`src/rtl/wb08_pkg.sv`:
```
// Shared definitions for the 8-bit Wishbone four-master arbiter:
// state encoding, master count and the rotating-priority search helper.
package wb08_pkg;

   localparam int unsigned NM = 4;

   typedef enum logic [1:0] {
      ST_IDLE  = 2'd0,
      ST_OWN   = 2'd1,
      ST_ABORT = 2'd2
   } state_t;

   // Returns {any, idx}: first requester in the order p+1, p+2, p+3, p (mod 4).
   function automatic logic [2:0] rr_pick(input logic [NM-1:0] req, input logic [1:0] p);
      logic [2:0] res;
      logic [1:0] idx;
      res = '0;
      for (int unsigned k = 1; k <= NM; k++) begin
         idx = p + k[1:0];
         if (!res[2] && req[idx]) res = {1'b1, idx};
      end
      return res;
   endfunction

endpackage

```
`src/rtl/wbarb08_rr.sv`:
```
// Combinational 4-way rotating priority picker; the last owner p is lowest priority.
module wbarb08_rr
   import wb08_pkg::*;
(
   input  logic [NM-1:0] req_i,
   input  logic [1:0]    p_i,
   output logic          any_o,
   output logic [1:0]    idx_o
);

   always_comb begin
      {any_o, idx_o} = rr_pick(req_i, p_i);
   end

endmodule

```
`src/rtl/wbarb08.sv`:
```
// Four-master round-robin arbiter and cycle controller for a shared 8-bit
// Wishbone slave, with a watchdog that aborts unacknowledged transfers.
module wbarb08
   import wb08_pkg::*;
#(
   parameter int unsigned TMO_CYCLES = 15
) (
   input  logic        CLK_I,
   input  logic        RST_I,
   input  logic [3:0]  M_CYC_I,
   input  logic [3:0]  M_STB_I,
   input  logic [3:0]  M_WE_I,
   input  logic [31:0] M_DAT_I,
   output logic [3:0]  M_ACK_O,
   output logic [3:0]  M_ERR_O,
   output logic [7:0]  M_DAT_O,
   output logic [3:0]  GNT_O,
   output logic        S_STB_O,
   output logic        S_WE_O,
   output logic [7:0]  S_DAT_O,
   input  logic [7:0]  S_DAT_I,
   input  logic        S_ACK_I
);

   localparam logic [7:0] W_LAST = 8'(TMO_CYCLES - 1);

   state_t     state_q, state_d;
   logic [1:0] g_q, g_d;
   logic [1:0] p_q, p_d;
   logic [7:0] w_q, w_d;

   logic       rr_any;
   logic [1:0] rr_idx;
   logic       cyc_g, stb_g;

   wbarb08_rr u_rr (
      .req_i (M_CYC_I),
      .p_i   (p_q),
      .any_o (rr_any),
      .idx_o (rr_idx)
   );

   assign cyc_g   = M_CYC_I[g_q];
   assign stb_g   = M_STB_I[g_q];
   assign M_DAT_O = S_DAT_I;

   always_ff @(posedge CLK_I or posedge RST_I) begin
      if (RST_I) begin
         state_q <= ST_IDLE;
         g_q     <= '0;
         p_q     <= 2'd3;
         w_q     <= '0;
      end else begin
         state_q <= state_d;
         g_q     <= g_d;
         p_q     <= p_d;
         w_q     <= w_d;
      end
   end

   // In ABORT, w doubles as the ERR-pulse flag: zero only on the first ABORT cycle.
   always_comb begin
      state_d = state_q;
      g_d     = g_q;
      p_d     = p_q;
      w_d     = w_q;
      unique case (state_q)
         ST_IDLE: begin
            if (rr_any) begin
               state_d = ST_OWN;
               g_d     = rr_idx;
               p_d     = rr_idx;
               w_d     = '0;
            end
         end
         ST_OWN: begin
            if (!cyc_g) begin
               state_d = rr_any ? ST_OWN : ST_IDLE;
               g_d     = rr_any ? rr_idx : g_q;
               p_d     = rr_any ? rr_idx : p_q;
               w_d     = '0;
            end else if (stb_g && !S_ACK_I) begin
               if (w_q == W_LAST) begin
                  state_d = ST_ABORT;
                  w_d     = '0;
               end else begin
                  w_d = w_q + 8'd1;
               end
            end else begin
               w_d = '0;
            end
         end
         ST_ABORT: begin
            if (!cyc_g) begin
               state_d = rr_any ? ST_OWN : ST_IDLE;
               g_d     = rr_any ? rr_idx : g_q;
               p_d     = rr_any ? rr_idx : p_q;
               w_d     = '0;
            end else begin
               w_d = 8'd1;
            end
         end
         default: state_d = ST_IDLE;
      endcase
   end

   always_comb begin
      GNT_O   = '0;
      M_ACK_O = '0;
      M_ERR_O = '0;
      S_STB_O = 1'b0;
      S_WE_O  = 1'b0;
      S_DAT_O = '0;
      if (state_q != ST_IDLE) GNT_O[g_q] = 1'b1;
      if (state_q == ST_OWN) begin
         S_STB_O      = stb_g;
         S_WE_O       = M_WE_I[g_q];
         S_DAT_O      = M_DAT_I[{g_q, 3'b000} +: 8];
         M_ACK_O[g_q] = stb_g & S_ACK_I;
      end
      if (state_q == ST_ABORT && w_q == '0) M_ERR_O[g_q] = 1'b1;
   end

endmodule

```
`config.mk`:
```
export PLATFORM = sky130hd
export DESIGN_NAME = wbarb08
export DESIGN_NICKNAME = d
export VERILOG_FILES = /design/src/rtl/wb08_pkg.sv /design/src/rtl/wbarb08_rr.sv /design/src/rtl/wbarb08.sv
export SDC_FILE = /design/constraint.sdc
export NUM_CORES = 1
export LEC_CHECK = 0
export CAP_MARGIN = 30
export CORE_ASPECT_RATIO = 0.5
export CORE_MARGIN = 10
export CORE_UTILIZATION = 35
export CTS_CLUSTER_DIAMETER = 40
export DETAILED_ROUTE_END_ITERATION = 8
export DONT_BUFFER_PORTS = 1
export HOLD_SLACK_MARGIN = 0.03
export PLACE_DENSITY = 0.49
export SETUP_SLACK_MARGIN = 0.1
export SLEW_MARGIN = 20
export SYNTH_ARGS = -nofsm -noshare
export SYNTH_HDL_FRONTEND = slang
export SYNTH_SLANG_ARGS = --single-unit
```
`constraint.sdc`:
```
create_clock -name CLK_I -period 3.9 [get_ports CLK_I]
set_input_delay 0.585 -clock CLK_I [delete_from_list [all_inputs] [get_ports CLK_I]]
set_output_delay 0.585 -clock CLK_I [all_outputs]
set_load 0.005 [all_outputs]
```
==> results.md <==
- Slew headroom: 60.3%
- Total Routing Usage GR: 10.9%
- TritonCTS Buffers: 3
- Crit. End Element: output port
- Buffers on Ports: 0
- Static Leak: 0.590 nW
- Die height: roughly 66 um
- Worst VDD drop: between 0.15 and 0.2 mV
- Setup TNS: 0 ns
- Clk sinks: 14
- Crit path max fanout: 11
- Clock latency on the worst-skew pair: about 0.25 ns
- Syn Nets: between 200 and 250
- DRT Pass-1 Iters: 4
- GPL Wtd Cong: 0.782
- Die width: between 100 and 150 um
- Row Count: 16
- Crit. Startpoint: g_q[0]
- Fin crit share: 68.6%
- Initial Util: 36.9%
- DRC viols: 0
- Vias in the first global route: roughly 1.2k
- Gr ovfl total: 0
- Worst path arrival time: approximately 2.1 ns
- Top routing layer in use: met4
- Synth top area cells: dfrtp_1, mux4_2, ha_1
- Power Dens Cells: 672 nW/um^2
- Share of the synthesized area in the top cell type: around a fifth
- Min cycle time layout: roughly 2.7 ns
- First DRT Iteration DRCs: between 50 and 60
- DR vias/cell: roughly 5.9
- Register area share after synthesis: approximately a quarter
- Final hold vios: 0
- Htree depth: 1
- Worst setup path endpoint: M_ACK_O[3]
- Fill cells: approximately 400
- Worst-margin pin slew: a little under 0.6 ns
- Core area: 3960 um^2
- FF+latch count, synth: 14
- Worst hold path type: input port to asynchronous set/reset pin
- MaxCap Viol Count: 0
- Reg clk slew, reported paths: 0.07 ns
- Yosys cell types: between 40 and 50
- Worst Path Required: 3.31 ns
- Fmax: 374 MHz
- RSZ-0062 raised after global routing: no
- Drt wl/cell: ~20 um
- First-pass GRT wire length: between 6 and 7 mm
- PnR Total Power: about 1.0 mW
- I/O pins: 85
- HPWL after detailed placement: between 3 and 4 mm
- Area of the multi-input gates: ~960 um^2
- Pins over their slew limit: 0
- EDFF count, synth: 0
- Clock skew: a little over 0.006 ns
- Largest net degree at the start of global routing: 18
- Worst R2R Path Depth: 5
- Avg Cell Area, Syn: 8.92 um^2
- Critical path class: flop to output port
- Fraction of registers with async set or reset after synthesis: 100%
- Final wirelength: around 4.2 mm
- Yosys top cell by area: dfrtp_1
- Die area: ~7300 um^2
- Worst R2R Start: g_q[0]
- Outcome: finished, final reports clean
- Reg-to-reg setup timing slack: 1.52 ns
- Met1 wire length: 1.85 mm
- Via count: 1216
- Synthesized instance count: 164
- Sequential cell area: between 300 and 400 um^2
- Syn Std Cell Area: roughly 1500 um^2
- Ant diodes: 0
- CTS tree: done
- Final worst slack: ~1.2 ns
- Area growth syn-to-layout: 1.71%
- Share of cells above drive strength 1: 13.7%
- # setup viols final: 0
- CTS root buf: clkbuf_8
- Setup crit start kind: flop
- Ys Warns: 0
- Most frequent cell after synthesis: nand2_1
- Reg-to-reg critical path endpoint: w_q[2]
- Antenna violations before repair: 0
- Synth top cells by count: nand2_1, and2_1, dfrtp_1, nor2_1, mux4_2
- CTS Hold Bufs: 0
- Nets: between 200 and 250
- Post-route ant nets: 0
- Post-CTS setup buffers: 0
- Clock buffer depth: 2
- Met2 wire length: around 2.0 mm
- Main synth FF type: dfrtp_1
- Place WS: between 1 and 1.5 ns
- Met3 routed wirelength: a little under 400 um
- Number of gates resized after cts: 0
[state kept, by name (all words and copies together), names as in the netlist]
signal and flops:
w_q 8, g_q 2, p_q 2, state_q 2
[metal layers]
layer,vias to the layer above,global-route usage [%]
met5,-,0
met4,0,2.55
met3,6,4.53
met2,52,18.9
met1,588,12.5
li1,570,-
[worst max-delay path, stage by stage (launching register included)]
cell and delay [ns]:
dfrtp_1 0.58, buf_4 0.28, mux4_2 0.56, and2_1 0.21, nand2_1 0.13, nor2_1 0.08
[per-stage QoR]
| stage | utilization (%) | hold slack, ns | std cells | cell area, um^2 |
|---|---|---|---|---|
| after floorplan | - | 0.473 | 164 | 1460 |
| after global placement | 36.0 | 0.517 | 202 | 1430 |
| after detailed placement | 36.0 | 0.531 | 202 | 1430 |
| after CTS | 37.4 | 0.303 | 206 | 1480 |
| after global routing | 37.5 | 0.322 | 207 | 1490 |
| final | 37.5 | 0.274 | 207 | 1490 |
[cells by family (layout without fill, tap and decap cells)]
logic type      count (synthesis)  in the layout  synth area share (%)
simple gates                   72             72                  25.7
compound gates                 29             29                  14.3
buf+inv                        27             16                  10.1
mux                            14             14                  19.0
flops                          14             14                  24.1
fa+ha+maj                       8              8                  6.84
[layout by cell type (no fill, tap or decap), types with 2 or more instances in the layout]
master / netlist / final
a21oi_1: 5 / 5
dfstp_2: 2 / 2
dfrtp_1: 12 / 12
nor2b_1: 3 / 3
mux4_2: 11 / 11
nand2b_1: 3 / 3
and3_1: 2 / 2
mux2i_1: 3 / 3
clkbuf_8: 0 / 4
nand4_1: 4 / 4
o21a_1: 3 / 3
a211o_1: 2 / 2
or4_1: 2 / 2
o21ai_0: 3 / 3
nor2_1: 12 / 12
and2_1: 12 / 12
ha_1: 8 / 8
inv_1: 10 / 10
nand2_1: 17 / 17
o22ai_1: 2 / 2
nand3_1: 7 / 7
nor3_1: 3 / 3
o211ai_1: 5 / 5
[worst min path at each step]
stage | from | to | cells past startpoint
finish | RST_I | w_q[0] | 1
global placement | w_q[7] | w_q[7] | 2
global route | RST_I | w_q[0] | 1
detailed placement | w_q[7] | w_q[7] | 2
CTS | RST_I | w_q[0] | 1
floorplan | RST_I | g_q[0] | 1
[report_power, final]
group	switching [mW]	internal, mW
clock network	0.0626	0.0897
registers	0.0746	0.189
logic	0.310	0.273
[layout make-up]
cell class | instances | share of cell area, %
clock buffers | 4 | 3.70
multi-input cells | 123 | 64.7
well taps | 54 | 4.54
flip-flops and latches | 14 | 23.7
inverters | 10 | 2.52
repair buffers | 2 | 0.841
Note: power is estimated with default switching activity, not from simulation.
